$ cat config.mk
export PLATFORM = sky130hd
export DESIGN_NAME = countdown_timer_flat
export DESIGN_NICKNAME = d
export VERILOG_FILES = /design/src/rtl/countdown_timer_if.sv /design/src/rtl/countdown_timer.sv /design/src/flat_wrapper.sv
export SDC_FILE = /design/constraint.sdc
export NUM_CORES = 1
export LEC_CHECK = 0
export ABC_AREA = 1
export BUFFER_PORTS_ARGS = -buffer_cell sky130_fd_sc_hd__buf_2
export CORE_AREA = 3 3 95 97
export CTS_CLUSTER_SIZE = 24
export DETAILED_ROUTE_END_ITERATION = 10
export DIE_AREA = 0 0 98 100
export PLACE_DENSITY = 0.57
export SYNTH_ARGS = -nofsm -noshare
export SYNTH_HDL_FRONTEND = slang
export SYNTH_SLANG_ARGS = --single-unit
$ cat constraint.sdc
create_clock -name clock -period 2.1 [get_ports clock]
set_input_delay 0.42 -clock clock [delete_from_list [all_inputs] [get_ports clock]]
set_output_delay 0.42 -clock clock [all_outputs]
set_load 0.01 [all_outputs]
$ cat src/rtl/countdown_timer_if.sv
// Command/status bundle between a controller and the hh:mm:ss countdown timer.
// The controller (master) issues load/start/pause and reads back the remaining
// time; the timer (slave) consumes the commands and drives the registered status.
interface countdown_timer_if;
    logic       io_load;
    logic [4:0] io_load_hrs;
    logic [5:0] io_load_min;
    logic [5:0] io_load_sec;
    logic       io_start;
    logic       io_pause;
    logic [4:0] io_count_hrs;
    logic [5:0] io_count_min;
    logic [5:0] io_count_sec;
    logic       io_running;
    logic       io_done;

    modport master (
        output io_load,
        output io_load_hrs,
        output io_load_min,
        output io_load_sec,
        output io_start,
        output io_pause,
        input  io_count_hrs,
        input  io_count_min,
        input  io_count_sec,
        input  io_running,
        input  io_done
    );

    modport slave (
        input  io_load,
        input  io_load_hrs,
        input  io_load_min,
        input  io_load_sec,
        input  io_start,
        input  io_pause,
        output io_count_hrs,
        output io_count_min,
        output io_count_sec,
        output io_running,
        output io_done
    );
endinterface

$ cat src/rtl/countdown_timer.sv
// Loadable hh:mm:ss countdown timer. A duration is loaded while stopped, then
// counted down once per second (TICKS_PER_SEC clock cycles) while running.
// Reaching 00:00:00 parks the block in DONE and emits a one-cycle io_done pulse.
// Every output comes straight from a register.
module countdown_timer #(
    parameter int TICKS_PER_SEC = 50000000,
    parameter int PRESC_W       = 26
) (
    input  logic              clock,
    input  logic              reset,
    countdown_timer_if.slave  bus
);

    typedef enum logic [1:0] {
        IDLE  = 2'd0,
        RUN   = 2'd1,
        PAUSE = 2'd2,
        DONE  = 2'd3
    } state_t;

    // Prescaler value on which the one-second tick fires and the prescaler wraps.
    localparam logic [PRESC_W-1:0] PRESC_LAST = PRESC_W'(TICKS_PER_SEC - 1);

    state_t             state_reg, state_next;
    logic [4:0]         hrs_reg, hrs_next;
    logic [5:0]         min_reg, min_next;
    logic [5:0]         sec_reg, sec_next;
    logic [PRESC_W-1:0] presc_reg, presc_next;
    logic               running_reg, running_next;
    logic               done_reg, done_next;

    // Load values limited to a legal time of day.
    logic [4:0]         load_hrs;
    logic [5:0]         load_min;
    logic [5:0]         load_sec;

    // Remaining time after one one-second decrement of the current count.
    logic [4:0]         dec_hrs;
    logic [5:0]         dec_min;
    logic [5:0]         dec_sec;

    logic               count_zero;
    logic               dec_zero;
    logic               tick;

    // Clamp the requested duration so the counters never exceed 23:59:59.
    always_comb begin
        load_hrs = (bus.io_load_hrs > 5'd23) ? 5'd23 : bus.io_load_hrs;
        load_min = (bus.io_load_min > 6'd59) ? 6'd59 : bus.io_load_min;
        load_sec = (bus.io_load_sec > 6'd59) ? 6'd59 : bus.io_load_sec;
    end

    // Borrow chain sec -> min -> hrs; an all-zero count stays at zero (no wrap).
    always_comb begin
        dec_hrs = hrs_reg;
        dec_min = min_reg;
        dec_sec = sec_reg;
        if (sec_reg != 6'd0) begin
            dec_sec = sec_reg - 6'd1;
        end else if (min_reg != 6'd0) begin
            dec_min = min_reg - 6'd1;
            dec_sec = 6'd59;
        end else if (hrs_reg != 5'd0) begin
            dec_hrs = hrs_reg - 5'd1;
            dec_min = 6'd59;
            dec_sec = 6'd59;
        end
    end

    assign count_zero = (hrs_reg == 5'd0) && (min_reg == 6'd0) && (sec_reg == 6'd0);
    assign dec_zero   = (dec_hrs == 5'd0) && (dec_min == 6'd0) && (dec_sec == 6'd0);

    // The second boundary only exists while counting.
    assign tick = (state_reg == RUN) && (presc_reg == PRESC_LAST);

    // Next-state and next-output logic; commands are prioritised load > start > pause.
    always_comb begin
        state_next = state_reg;
        hrs_next   = hrs_reg;
        min_next   = min_reg;
        sec_next   = sec_reg;
        presc_next = presc_reg;
        done_next  = 1'b0;

        case (state_reg)
            RUN: begin
                // Load and start have no effect while counting.
                if (tick) begin
                    presc_next = '0;
                    hrs_next   = dec_hrs;
                    min_next   = dec_min;
                    sec_next   = dec_sec;
                    // Expiry takes precedence over a pause issued on the same cycle.
                    if (dec_zero) begin
                        state_next = DONE;
                        done_next  = 1'b1;
                    end else if (bus.io_pause) begin
                        state_next = PAUSE;
                    end
                end else if (bus.io_pause) begin
                    // Sub-second phase is discarded; resume restarts a full second.
                    state_next = PAUSE;
                    presc_next = '0;
                end else begin
                    presc_next = presc_reg + PRESC_W'(1);
                end
            end

            default: begin
                // IDLE, PAUSE and DONE all accept load and start; pause is meaningless here.
                if (bus.io_load) begin
                    hrs_next   = load_hrs;
                    min_next   = load_min;
                    sec_next   = load_sec;
                    presc_next = '0;
                    state_next = IDLE;
                end else if (bus.io_start && !count_zero) begin
                    presc_next = '0;
                    state_next = RUN;
                end
            end
        endcase

        running_next = (state_next == RUN);
    end

    // State, counters, prescaler and registered status outputs.
    always_ff @(posedge clock or posedge reset) begin
        if (reset) begin
            state_reg   <= IDLE;
            hrs_reg     <= 5'd0;
            min_reg     <= 6'd0;
            sec_reg     <= 6'd0;
            presc_reg   <= '0;
            running_reg <= 1'b0;
            done_reg    <= 1'b0;
        end else begin
            state_reg   <= state_next;
            hrs_reg     <= hrs_next;
            min_reg     <= min_next;
            sec_reg     <= sec_next;
            presc_reg   <= presc_next;
            running_reg <= running_next;
            done_reg    <= done_next;
        end
    end

    assign bus.io_count_hrs = hrs_reg;
    assign bus.io_count_min = min_reg;
    assign bus.io_count_sec = sec_reg;
    assign bus.io_running   = running_reg;
    assign bus.io_done      = done_reg;

endmodule
$ cat src/flat_wrapper.sv
// flat-port wrapper written by rule: the top's interface ports become plain ports
module countdown_timer_flat 
#(
    parameter int TICKS_PER_SEC = 50000000,
    parameter int PRESC_W       = 26
)
  (clock, reset, bus_io_load, bus_io_load_hrs, bus_io_load_min, bus_io_load_sec, bus_io_start, bus_io_pause, bus_io_count_hrs, bus_io_count_min, bus_io_count_sec, bus_io_running, bus_io_done);
  countdown_timer_if bus_i ();
  input  logic clock;
  input  logic reset;
  input wire logic [$bits(bus_i.io_load)-1:0] bus_io_load;
  input wire logic [$bits(bus_i.io_load_hrs)-1:0] bus_io_load_hrs;
  input wire logic [$bits(bus_i.io_load_min)-1:0] bus_io_load_min;
  input wire logic [$bits(bus_i.io_load_sec)-1:0] bus_io_load_sec;
  input wire logic [$bits(bus_i.io_start)-1:0] bus_io_start;
  input wire logic [$bits(bus_i.io_pause)-1:0] bus_io_pause;
  output wire logic [$bits(bus_i.io_count_hrs)-1:0] bus_io_count_hrs;
  output wire logic [$bits(bus_i.io_count_min)-1:0] bus_io_count_min;
  output wire logic [$bits(bus_i.io_count_sec)-1:0] bus_io_count_sec;
  output wire logic [$bits(bus_i.io_running)-1:0] bus_io_running;
  output wire logic [$bits(bus_i.io_done)-1:0] bus_io_done;
  assign bus_i.io_load = bus_io_load;
  assign bus_i.io_load_hrs = bus_io_load_hrs;
  assign bus_i.io_load_min = bus_io_load_min;
  assign bus_i.io_load_sec = bus_io_load_sec;
  assign bus_i.io_start = bus_io_start;
  assign bus_i.io_pause = bus_io_pause;
  assign bus_io_count_hrs = bus_i.io_count_hrs;
  assign bus_io_count_min = bus_i.io_count_min;
  assign bus_io_count_sec = bus_i.io_count_sec;
  assign bus_io_running = bus_i.io_running;
  assign bus_io_done = bus_i.io_done;
  countdown_timer #(.TICKS_PER_SEC(TICKS_PER_SEC), .PRESC_W(PRESC_W)) u_core (.clock(clock), .reset(reset), .bus(bus_i));
endmodule
==> results of run 1 <==
[what timing repair did]
| action | CTS | global route |
|---|---|---|
| setup endpoints to repair | 4 | 31 |
| gates resized for setup | 14 | 41 |
| buffers inserted | 7 | 13 |
| pin swaps | 4 | 14 |
[stage by stage]
step / power, mW / cells
6_report: 4.83 / 674
5_1_grt: 5.18 / 674
4_1_cts: 4.52 / 661
3_5_place_dp: 3.58 / 646
3_3_place_gp: 3.57 / 646
2_1_floorplan: 2.55 / 466
[worst paths after layout]
check	cells past startpoint	to
max	17	u_core.bus.io_running$_DFF_PP0_
min	2	u_core.bus.io_running$_DFF_PP0_
max reg2reg	17	u_core.bus.io_running$_DFF_PP0_
min reg2reg	2	u_core.presc_reg[22]$_DFFE_PP0P_
max in group asynchronous	3	u_core.presc_reg[12]$_DFFE_PP0P_
min in group clock	3	u_core.bus.io_count_hrs[1]$_DFFE_PP0P_
[per-layer routing]
layer	track usage [%]	wire length [um]
met1	24.3	4180
met2	35.4	4730
met3	3.06	459
met4	4.90	192
met5	0	0
[critical path: stages, from the launching register on]
cell and delay [ps]:
dfrtp_1 400, inv_2 100, ha_4 150, inv_4 40, nor2_4 130, nand3_4 150, nor2_4 210, nand2_1 70
nand2_1 70, nand2_1 70, nor2_1 100, nand2_1 60, nor2_2 90, nand3_2 90, nand2_1 70, nand2_1 60
nand2_2 60, nor2_1 40
[cells in the mapped netlist (2+ instances only)]
cell / n / area, um^2
a21oi_1: 8 / 40.0
a31oi_1: 5 / 31.3
buf_2: 6 / 30.0
buf_4: 2 / 15.0
clkinv_1: 2 / 7.51
dfrtp_1: 47 / 1180
ha_1: 4 / 50.1
inv_1: 67 / 251
inv_2: 3 / 11.3
nand2_1: 108 / 405
nand2_2: 7 / 43.8
nand3_1: 38 / 190
nand3_2: 4 / 40.0
nand3b_1: 4 / 30.0
nand4_1: 9 / 56.3
nor2_1: 40 / 150
nor2_2: 4 / 25.0
nor2_4: 9 / 101
nor3_1: 16 / 80.1
nor4_1: 4 / 25.0
o211ai_1: 6 / 45.0
o21ai_0: 38 / 190
o221ai_1: 5 / 43.8
o22ai_1: 11 / 68.8
xor2_1: 6 / 52.6
[logic make-up after synthesis]
group	synth area share (%)
buf+inv	10.1
flops	36.0
simple gates	35.9
xor+xnor	1.88
compound gates	14.5
fa+ha+maj	1.53
[power by group]
group          internal [mW]  leakage, nW  switching, mW
Combinational           1.19         1.34           1.54
Clock                  0.477       0.0654          0.336
Sequential              1.09        0.617          0.194
[layout make-up]
| type | instances | area, um^2 | share of cell area [%] |
|---|---|---|---|
| multi-input cells | 337 | 1930 | 44.1 |
| flip-flops and latches | 47 | 1180 | 26.9 |
| repair buffers | 105 | 728 | 16.6 |
| inverters | 72 | 280 | 6.40 |
| well taps | 105 | 131 | 3.00 |
| clock buffers | 6 | 72.6 | 1.66 |
| clock inverters | 2 | 60.1 | 1.37 |
==> summary.txt, run 1 <==
Yosys
  – Syn_nets: just under 500
  – Post-synth cell types: 38
  – Warnings, synthesis: 0
  – Post-synthesis sequential area ratio: 36.0%
  – EDFF count, synth: 0
  – Prevailing post-synth register cell: dfrtp_1
  – Syn_area_per_cell: about 7 um^2
  – Syn Inst Count: 466
  – Cell Area, Synth: about 3300 um^2
  – Yosys reg bits: 47
  – Ys async rst share: 100%

GRT
  – Vias in the first global route: 3384
  – Largest net degree at the start of global routing: 35
  – Tot GR Track Use: 19.5%
  – First-pass GRT wire length: 15800 um
  – Total gr overflow: 0
  – Initial antenna violation count: 0

Floorplan
  – Cell Rows: 33
  – Die width: 98 um
  – I/O Pins: 41
  – Core area: 8220 um^2
  – Starting Density: 39.8%
  – Die Ht: 100 um
  – Die ar.: between 9000 and 10000 um^2

Clock tree
  – CTS Hold Bufs: 0
  – Clock buffer depth: 2
  – Num CTS Buffers: 5
  – Clock-pin slew on the worst setup and hold paths: 100 ps
  – H-Tree Level Count: 2
  – Clk sinks: 47
  – Skew-Pair Late Insertion Delay: 310 ps
  – CTS tree: done
  – CTS root buf: clkbuf_8

Setup path
  – CP endpoint kind: flop
  – Type of origin of the critical path: flop
  – Flop2flop setup slack: 30 ps
  – Crit Path Category: flop to flop
  – WP data arrival: 2270 ps
  – Required @ worst endpoint: 2300 ps
  – Critical path launch point: u_core.bus.io_count_min[1]$_DFFE_PP0P_
  – Reg-to-Reg Start: u_core.bus.io_count_min[1]$_DFFE_PP0P_
  – Worst-path maximum fanout: 6

Detailed routing
  – First DRT Iteration DRCs: 155
  – DR WL/cell: 14.2 um
  – Via count: 3500
  – TritonRoute pass-1 iters: 5
  – ANT nets after route: 0
  – Detailed Route WL: between 9000 and 10000 um
  – DR DRC count: 0
  – Vias per inst: 5.19

Layout
  – Post-route cell area: 4380 um^2
  – Share of cells above drive strength 1: 31.6%
  – Most frequent cells in the layout: nand2_1 (98), inv_1 (61), buf_4 (59)
  – Final core utilization: 53.3%
  – Most common library cell in the layout ignoring fill and taps: nand2_1
  – Largest register FFs: 26
  – Ant diodes: 0
  – Fillers: 803
  – Nets: 594
  – Area grow syn2layout: 34.0%

Power
  – Cell Pwr Density: approximately 1100 nW/um^2
  – VDD IR max: 0.000387 V
  – Leak pwr: 2.02 nW

Timing
  – Unrepaired setup endpoints after global routing: yes
  – Hold_ws: approximately 100 ps
  – Max-slew headroom: approximately 71%
  – Min Tclk post-route: 2070 ps
  – Fmax: 483 MHz
  – Setup TNS: 0 ps
  – Max Slew Vio Count: 0
  – Final period util: 98.6%
  – Final setup vio count: 0
  – Final hold viol count: 0
  – Worst slew pin tran: 436 ps
  – Worst Skew: 10.8 ps
  – Final WS setup: slightly below 30 ps

Place
  – Post-DP Area: 3900 um^2
  – Pre-CTS setup slack: -216 ps
  – DP HPWL: between 7000 and 8000 um
  – Final Wtd Congestion: 0.946
  – Port Buf Inserts: 40

Outcome
  – Status: completed

Job
  – Number of max-cap violations: 0

Worst hold path
  – Hold Path Class: input pin to asynchronous set/reset pin
Power figures use the tool's default switching activity.
==> inputs of run 2 (changes only) <==
--- a/config.mk
+++ b/config.mk
@@ -5,13 +5,14 @@
 export SDC_FILE = /design/constraint.sdc
 export NUM_CORES = 1
 export LEC_CHECK = 0
-export ABC_AREA = 1
+export ABC_AREA = 0
 export BUFFER_PORTS_ARGS = -buffer_cell sky130_fd_sc_hd__buf_2
-export CORE_AREA = 3 3 95 97
+export CORE_AREA = 3 3 92 94
 export CTS_CLUSTER_SIZE = 24
 export DETAILED_ROUTE_END_ITERATION = 10
-export DIE_AREA = 0 0 98 100
-export PLACE_DENSITY = 0.57
+export DIE_AREA = 0 0 95 97
+export PLACE_DENSITY = 0.58
+export REMOVE_ABC_BUFFERS = 1
 export SYNTH_ARGS = -nofsm -noshare
 export SYNTH_HDL_FRONTEND = slang
 export SYNTH_SLANG_ARGS = --single-unit
==> summary.txt, run 2 <==
Floorplan
  – I/O Pins: 41
  – Core area: roughly 7700 um^2
  – Die width: 95 um
  – Starting Density: 40.0%
  – Cell Rows: 32
  – Die ar.: 9220 um^2
  – Die Ht: 97 um

Timing
  – Worst slew pin tran: 433 ps
  – Hold_ws: 143 ps
  – Final period util: 105%
  – Final hold viol count: 0
  – Fmax: 452 MHz
  – Min Tclk post-route: 2210 ps
  – Final setup vio count: 11
  – Unrepaired setup endpoints after global routing: yes
  – Max Slew Vio Count: 0
  – Final WS setup: -115 ps
  – Setup TNS: -418 ps
  – Worst Skew: 9.21 ps
  – Max-slew headroom: 70.8%

Worst hold path
  – Hold Path Class: input pin to asynchronous set/reset pin

Layout
  – Ant diodes: 0
  – Area grow syn2layout: 41.7%
  – Most frequent cells in the layout: buf_4 (85), dfrtp_1 (46), nand2_1 (45)
  – Nets: 518
  – Largest register FFs: 26
  – Most common library cell in the layout ignoring fill and taps: buf_4
  – Share of cells above drive strength 1: a little over a third

Detailed routing
  – Via count: 3255
  – DR DRC count: 0
  – DR WL/cell: around 16 um
  – TritonRoute pass-1 iters: 6
  – Vias per inst: around 5.5
  – ANT nets after route: 0
  – First DRT Iteration DRCs: 110
  – Detailed Route WL: slightly above 9000 um

Yosys
  – Syn Inst Count: about 370
  – Post-synth top area share: 38.0%
  – Synth area leader: dfrtp_1
  – Prevailing post-synth register cell: dfrtp_1
  – Post-synth cell types: 56
  – Warnings, synthesis: 0
  – Syn_area_per_cell: between 8 and 9 um^2
  – EDFF count, synth: 0
  – Top post-synthesis cells by area: dfrtp_1 (38%), o21ai_0 (7.6%), nand2_1 (5.6%)
  – Yosys reg bits: 47
  – Post-synthesis sequential area ratio: 38.0%
  – Cell Area, Synth: 3090 um^2
  – Ys async rst share: 100%
  – Top post-synthesis cells by count: dfrtp_1 (47), o21ai_0 (47), nand2_1 (46)

Setup path
  – Crit-path cells: inv_1 > ha_2 > nor3b_4 > buf_4 > nand3_2 > or3_1 > a21o_1 > nor4_4 > nor2_1
  – Type of origin of the critical path: flop
  – Slowest-stage cell, CP: dfrtp_1
  – Worst-path maximum fanout: 4
  – CP max stage delay: 390 ps
  – FF-to-FF End: u_core.bus.io_running$_DFF_PP0_
  – Crit Path Category: flop to flop
  – WP data arrival: 2400 ps
  – Crit-path leading delay family: simple AND/OR/NAND/NOR gates
  – CP endpoint kind: flop
  – Cells on worst reg2reg path: 9
  – Required @ worst endpoint: roughly 2300 ps
  – CP Buf/Inv Count: 2
  – Reg-to-Reg Start: u_core.bus.io_count_min[1]$_DFFE_PP0P_
  – Flop2flop setup slack: -110 ps

Place
  – Port Buf Inserts: 40
  – Final Wtd Congestion: 0.959
  – DP HPWL: 6640 um

Clock tree
  – H-Tree Level Count: 2
  – CTS tree: done
  – Clock-pin slew on the worst setup and hold paths: 100 ps
  – Clock buffer depth: 2
  – CTS root buf: clkbuf_8
  – Num CTS Buffers: 5
  – Skew-Pair Late Insertion Delay: 300 ps
  – Clk sinks: 47

Job
  – Number of max-cap violations: 0

GRT
  – First-pass GRT wire length: 15200 um
  – Total gr overflow: 0
  – Initial antenna violation count: 0
  – Tot GR Track Use: 20.3%
  – Vias in the first global route: 3111
  – Largest net degree at the start of global routing: 48

Outcome
  – Status: finished, violations left
  – Failing checks: setup timing

Power
  – VDD IR max: 0.000289 V
  – Cell Pwr Density: 748 nW/um^2
  – Leak pwr: 1.99 nW
run 2: cell types whose count changed after synthesis, sizes merged, moves of 7 or more:
cell / delta
a21oi: +14
a31oi: +9
inv: -58
nand2: -70
nand3: -32
nor2: -20
nor3: -7
o21ai: +7
o22ai: -9
o31ai: +11
run 2: area by class of cell:
cell class | count | area (um^2)
Sequential cell | 47 | 1180
Clock buffer | 6 | 72.6
Tap cell | 102 | 128
Clock inverter | 2 | 12.5
Inverter | 12 | 45.0
Timing Repair Buffer | 133 | 1020
Multi-Input combinational cell | 293 | 1930
Fill cell | 724 | 3340
run 2: worst register-to-register path, cell delays in order (launching register included):
cell     delay [ps]
dfrtp_1         390
inv_1            70
ha_2            180
nor3b_4         290
buf_4           180
nand3_2          60
or3_1           320
a21o_1          220
nor4_4          290
nor2_1          110
run 2: cell families (layout without fill, tap and decap cells):
logic type	count (synthesis)	after routing	synth area share, %
AOI/OAI and AO/OA	116	116	23.0
xor gates and xnor gates	7	7	1.98
adders and majority gates	4	4	1.62
buffers and inverters	27	153	3.80
DFF	47	47	38.0
muxes	6	6	2.02
and+or+nand+nor	160	160	29.5
run 2: routing by layer:
metal  up-vias  track usage [%]  wire [um]
met3         2             2.88        293
met5         -                0          0
li1       1627                -          -
met2        43             33.7       4540
met1      1583             28.5       4370
met4         0             2.77         26
run 2: where the power goes:
group          switching (mW)  internal [mW]  total (mW)
registers               0.124           1.01        1.13
logic                   0.799          0.792        1.59
clock network           0.325          0.234       0.559
run 2: worst max path at each step:
stage                                                 from                               end  slack [ps]  cells after the start
finish              u_core.bus.io_count_min[1]$_DFFE_PP0P_   u_core.bus.io_running$_DFF_PP0_        -110                      9
global route        u_core.bus.io_count_min[1]$_DFFE_PP0P_     u_core.state_reg[1]$_DFF_PP0_        -230                      9
CTS                 u_core.bus.io_count_min[1]$_DFFE_PP0P_     u_core.state_reg[1]$_DFF_PP0_         -80                      8
detailed placement  u_core.bus.io_count_min[1]$_DFFE_PP0P_   u_core.bus.io_running$_DFF_PP0_         -80                      8
global placement    u_core.bus.io_count_sec[0]$_DFFE_PP0P_     u_core.state_reg[1]$_DFF_PP0_         -70                     10
floorplan                  u_core.presc_reg[0]$_DFFE_PP0P_  u_core.presc_reg[23]$_DFFE_PP0P_       -1160                      7
run 2: timing repair:
| action | in CTS | in global routing |
|---|---|---|
| setup endpoints to repair | 28 | 44 |
| pin swaps | 8 | 12 |
| gates cloned | 1 | 2 |
| gates resized for setup | 7 | 26 |
| buffers inserted | 4 | 5 |
| endpoints found under the hold margin | 0 | 0 |
| hold buffers | 0 | 0 |
run 2: metrics by stage:
stage / instance area (um^2) / utilization (%) / worst slack [ps] / cells / total power, mW
after global routing: 4380 / 56.7 / -232 / 595 / 3.52
after floorplan: 3020 / - / -1160 / 352 / 1.83
final: 4380 / 56.7 / -115 / 595 / 3.28
after global placement: 4030 / 52.1 / -67.8 / 575 / 2.59
after CTS: 4190 / 54.2 / -82.1 / 588 / 3.21
after detailed placement: 4030 / 52.1 / -79.2 / 575 / 2.60
==> inputs of run 3 (changes only) <==
--- a/config.mk
+++ b/config.mk
@@ -7,11 +7,12 @@
 export LEC_CHECK = 0
 export ABC_AREA = 0
 export BUFFER_PORTS_ARGS = -buffer_cell sky130_fd_sc_hd__buf_2
-export CORE_AREA = 3 3 92 94
+export CORE_AREA = 3 3 79 111
 export CTS_CLUSTER_SIZE = 24
 export DETAILED_ROUTE_END_ITERATION = 10
-export DIE_AREA = 0 0 95 97
-export PLACE_DENSITY = 0.58
+export DIE_AREA = 0 0 82 114
+export PLACE_DENSITY = 0.57
+export RECOVER_POWER = 25
 export REMOVE_ABC_BUFFERS = 1
 export SYNTH_ARGS = -nofsm -noshare
 export SYNTH_HDL_FRONTEND = slang
==> summary.txt, run 3 (synthesis results as in run 2) <==
Outcome
  – Status: finished, violations left
  – Failing checks: setup timing

Floorplan
  – Starting Density: between 30% and 40%
  – Die width: 82 um
  – Die Ht: 114 um
  – Cell Rows: 38
  – I/O Pins: 41
  – Die ar.: between 9000 and 10000 um^2
  – Core area: 7800 um^2

Detailed routing
  – DR DRC count: 0
  – ANT nets after route: 0
  – DR WL/cell: 17.5 um
  – Detailed Route WL: 10300 um
  – First DRT Iteration DRCs: 140
  – Via count: 3342
  – Vias per inst: 5.67
  – TritonRoute pass-1 iters: 4

Clock tree
  – CTS tree: done
  – Clock buffer depth: 2
  – H-Tree Level Count: 2
  – Skew-Pair Late Insertion Delay: 310 ps
  – Clock-pin slew on the worst setup and hold paths: around 90 ps
  – Num CTS Buffers: 5
  – CTS root buf: clkbuf_8
  – CTS Hold Bufs: 0
  – Clk sinks: 47

Setup path
  – Crit-path cells: inv_2 > ha_4 > nor3b_4 > nand3_2 > or3_1 > a21o_1 > nor4_4 > a221o_1
  – Required @ worst endpoint: 2360 ps
  – Type of origin of the critical path: flop
  – Crit-path leading delay family: simple AND/OR/NAND/NOR gates
  – CP endpoint kind: flop
  – WP data arrival: 2480 ps
  – CP max stage delay: 400 ps
  – CP Buf/Inv Count: 1
  – Crit Path Category: flop to flop
  – Slowest-stage cell, CP: dfrtp_1
  – Worst-path maximum fanout: 6

Layout
  – Nets: around 500
  – Ant diodes: 0
  – Largest register FFs: 26
  – Post-route cell area: 4560 um^2
  – Most frequent cells in the layout: buf_4 (79), dfrtp_1 (43), buf_2 (40)
  – Share of cells above drive strength 1: 44.2%
  – Fin cells: 589
  – Most common library cell in the layout ignoring fill and taps: buf_4
  – Area grow syn2layout: 47.3%
  – Final core utilization: 58.4%

Timing
  – Final setup vio count: 4
  – Max-slew headroom: 41.5%
  – Final period util: 106%
  – Fmax: approximately 450 MHz
  – Max Slew Vio Count: 0
  – Final hold viol count: 0
  – Worst Skew: 10.7 ps
  – Final WS setup: -121 ps
  – Worst slew pin tran: 876 ps
  – Unrepaired setup endpoints after global routing: yes
  – Min Tclk post-route: 2220 ps

GRT
  – First-pass GRT wire length: 15800 um
  – Initial antenna violation count: 0
  – Tot GR Track Use: 21.7%
  – Vias in the first global route: 3286
  – Total gr overflow: 0
  – Largest net degree at the start of global routing: 34

Place
  – # placed instances: 562
  – DP HPWL: 7000 um
  – Port Buf Inserts: 40
  – Pre-CTS setup slack: -175 ps
  – Post-DP Area: just under 4000 um^2
  – Final Wtd Congestion: 0.940

Worst hold path
  – Hold Path Class: input pin to asynchronous set/reset pin

Power
  – VDD IR max: ~0.00044 V
  – Leak pwr: 2.01 nW
  – Cell Pwr Density: approximately 770 nW/um^2

Job
  – Number of max-cap violations: 0
## run 3: changes by cell type in the layout (fill, tap and decap cells not counted), moves of 4 or more
cell	change
buf_4	-6
inv_1	-4
inv_2	+4
nand2_1	-8
nand2_2	+6
o21ai_0	-25
o21ai_1	+4
o21ai_2	+19
## run 3: cell type report
cell class	instances	area, um^2
fillers	726	3240
multi-input cells	293	2090
flip-flops and latches	47	1180
repair buffers	130	1010
well taps	100	125
clock buffers	6	72.6
inverters	12	45.0
clock inverters	1	30.0
## run 3: worst paths after layout
path	slack, ps	endpoint	depth (start not counted)	from
min in group clock	400	u_core.bus.io_count_hrs[4]$_DFFE_PP0P_	3	bus_io_load_hrs[4]
setup reg to reg	-120	u_core.state_reg[1]$_DFF_PP0_	8	u_core.bus.io_count_min[1]$_DFFE_PP0P_
hold / removal	280	u_core.presc_reg[6]$_DFFE_PP0P_	2	reset
max in group asynchronous	1170	u_core.presc_reg[21]$_DFFE_PP0P_	3	reset
hold reg to reg	530	u_core.presc_reg[13]$_DFFE_PP0P_	1	u_core.presc_reg[13]$_DFFE_PP0P_
setup / recovery	-120	u_core.state_reg[1]$_DFF_PP0_	8	u_core.bus.io_count_min[1]$_DFFE_PP0P_
## run 3: power breakdown
| group | internal (mW) | switching, mW |
|---|---|---|
| Sequential | 1.01 | 0.138 |
| Combinational | 0.827 | 0.865 |
| Clock | 0.349 | 0.315 |
| Total | 2.19 | 1.32 |
## run 3: per-stage QoR
stage / setup TNS [ps] / hold WS (ps) / power [mW]
2_1_floorplan: -35170 / 437 / 1.83
3_3_place_gp: -1280 / 463 / 2.57
3_5_place_dp: -2680 / 467 / 2.59
4_1_cts: -248 / 132 / 3.34
5_1_grt: -1890 / 327 / 3.72
6_report: -340 / 276 / 3.50
## run 3: metal layers
metal	vias to the layer above	routed length [um]	track usage, %
li1	1615	-	-
met3	19	412	3.40
met5	-	0	0
met2	87	5800	39.6
met1	1621	3850	24.9
met4	0	216	7.32
## run 3: timing repair
item	4_1_cts	5_1_grt
setup buffers	6	11
resized for setup	12	97
gates cloned	1	3
pin swaps	7	40
endpoints found under the setup margin	37	39
endpoints found under the hold margin	0	0
## run 3: worst register-to-register path: stages, from the launching register on
cell     delay [ps]
dfrtp_1         400
inv_2            80
ha_4            130
nor3b_4         360
nand3_2         120
or3_1           380
a21o_1          220
nor4_4          310
a221o_1         170
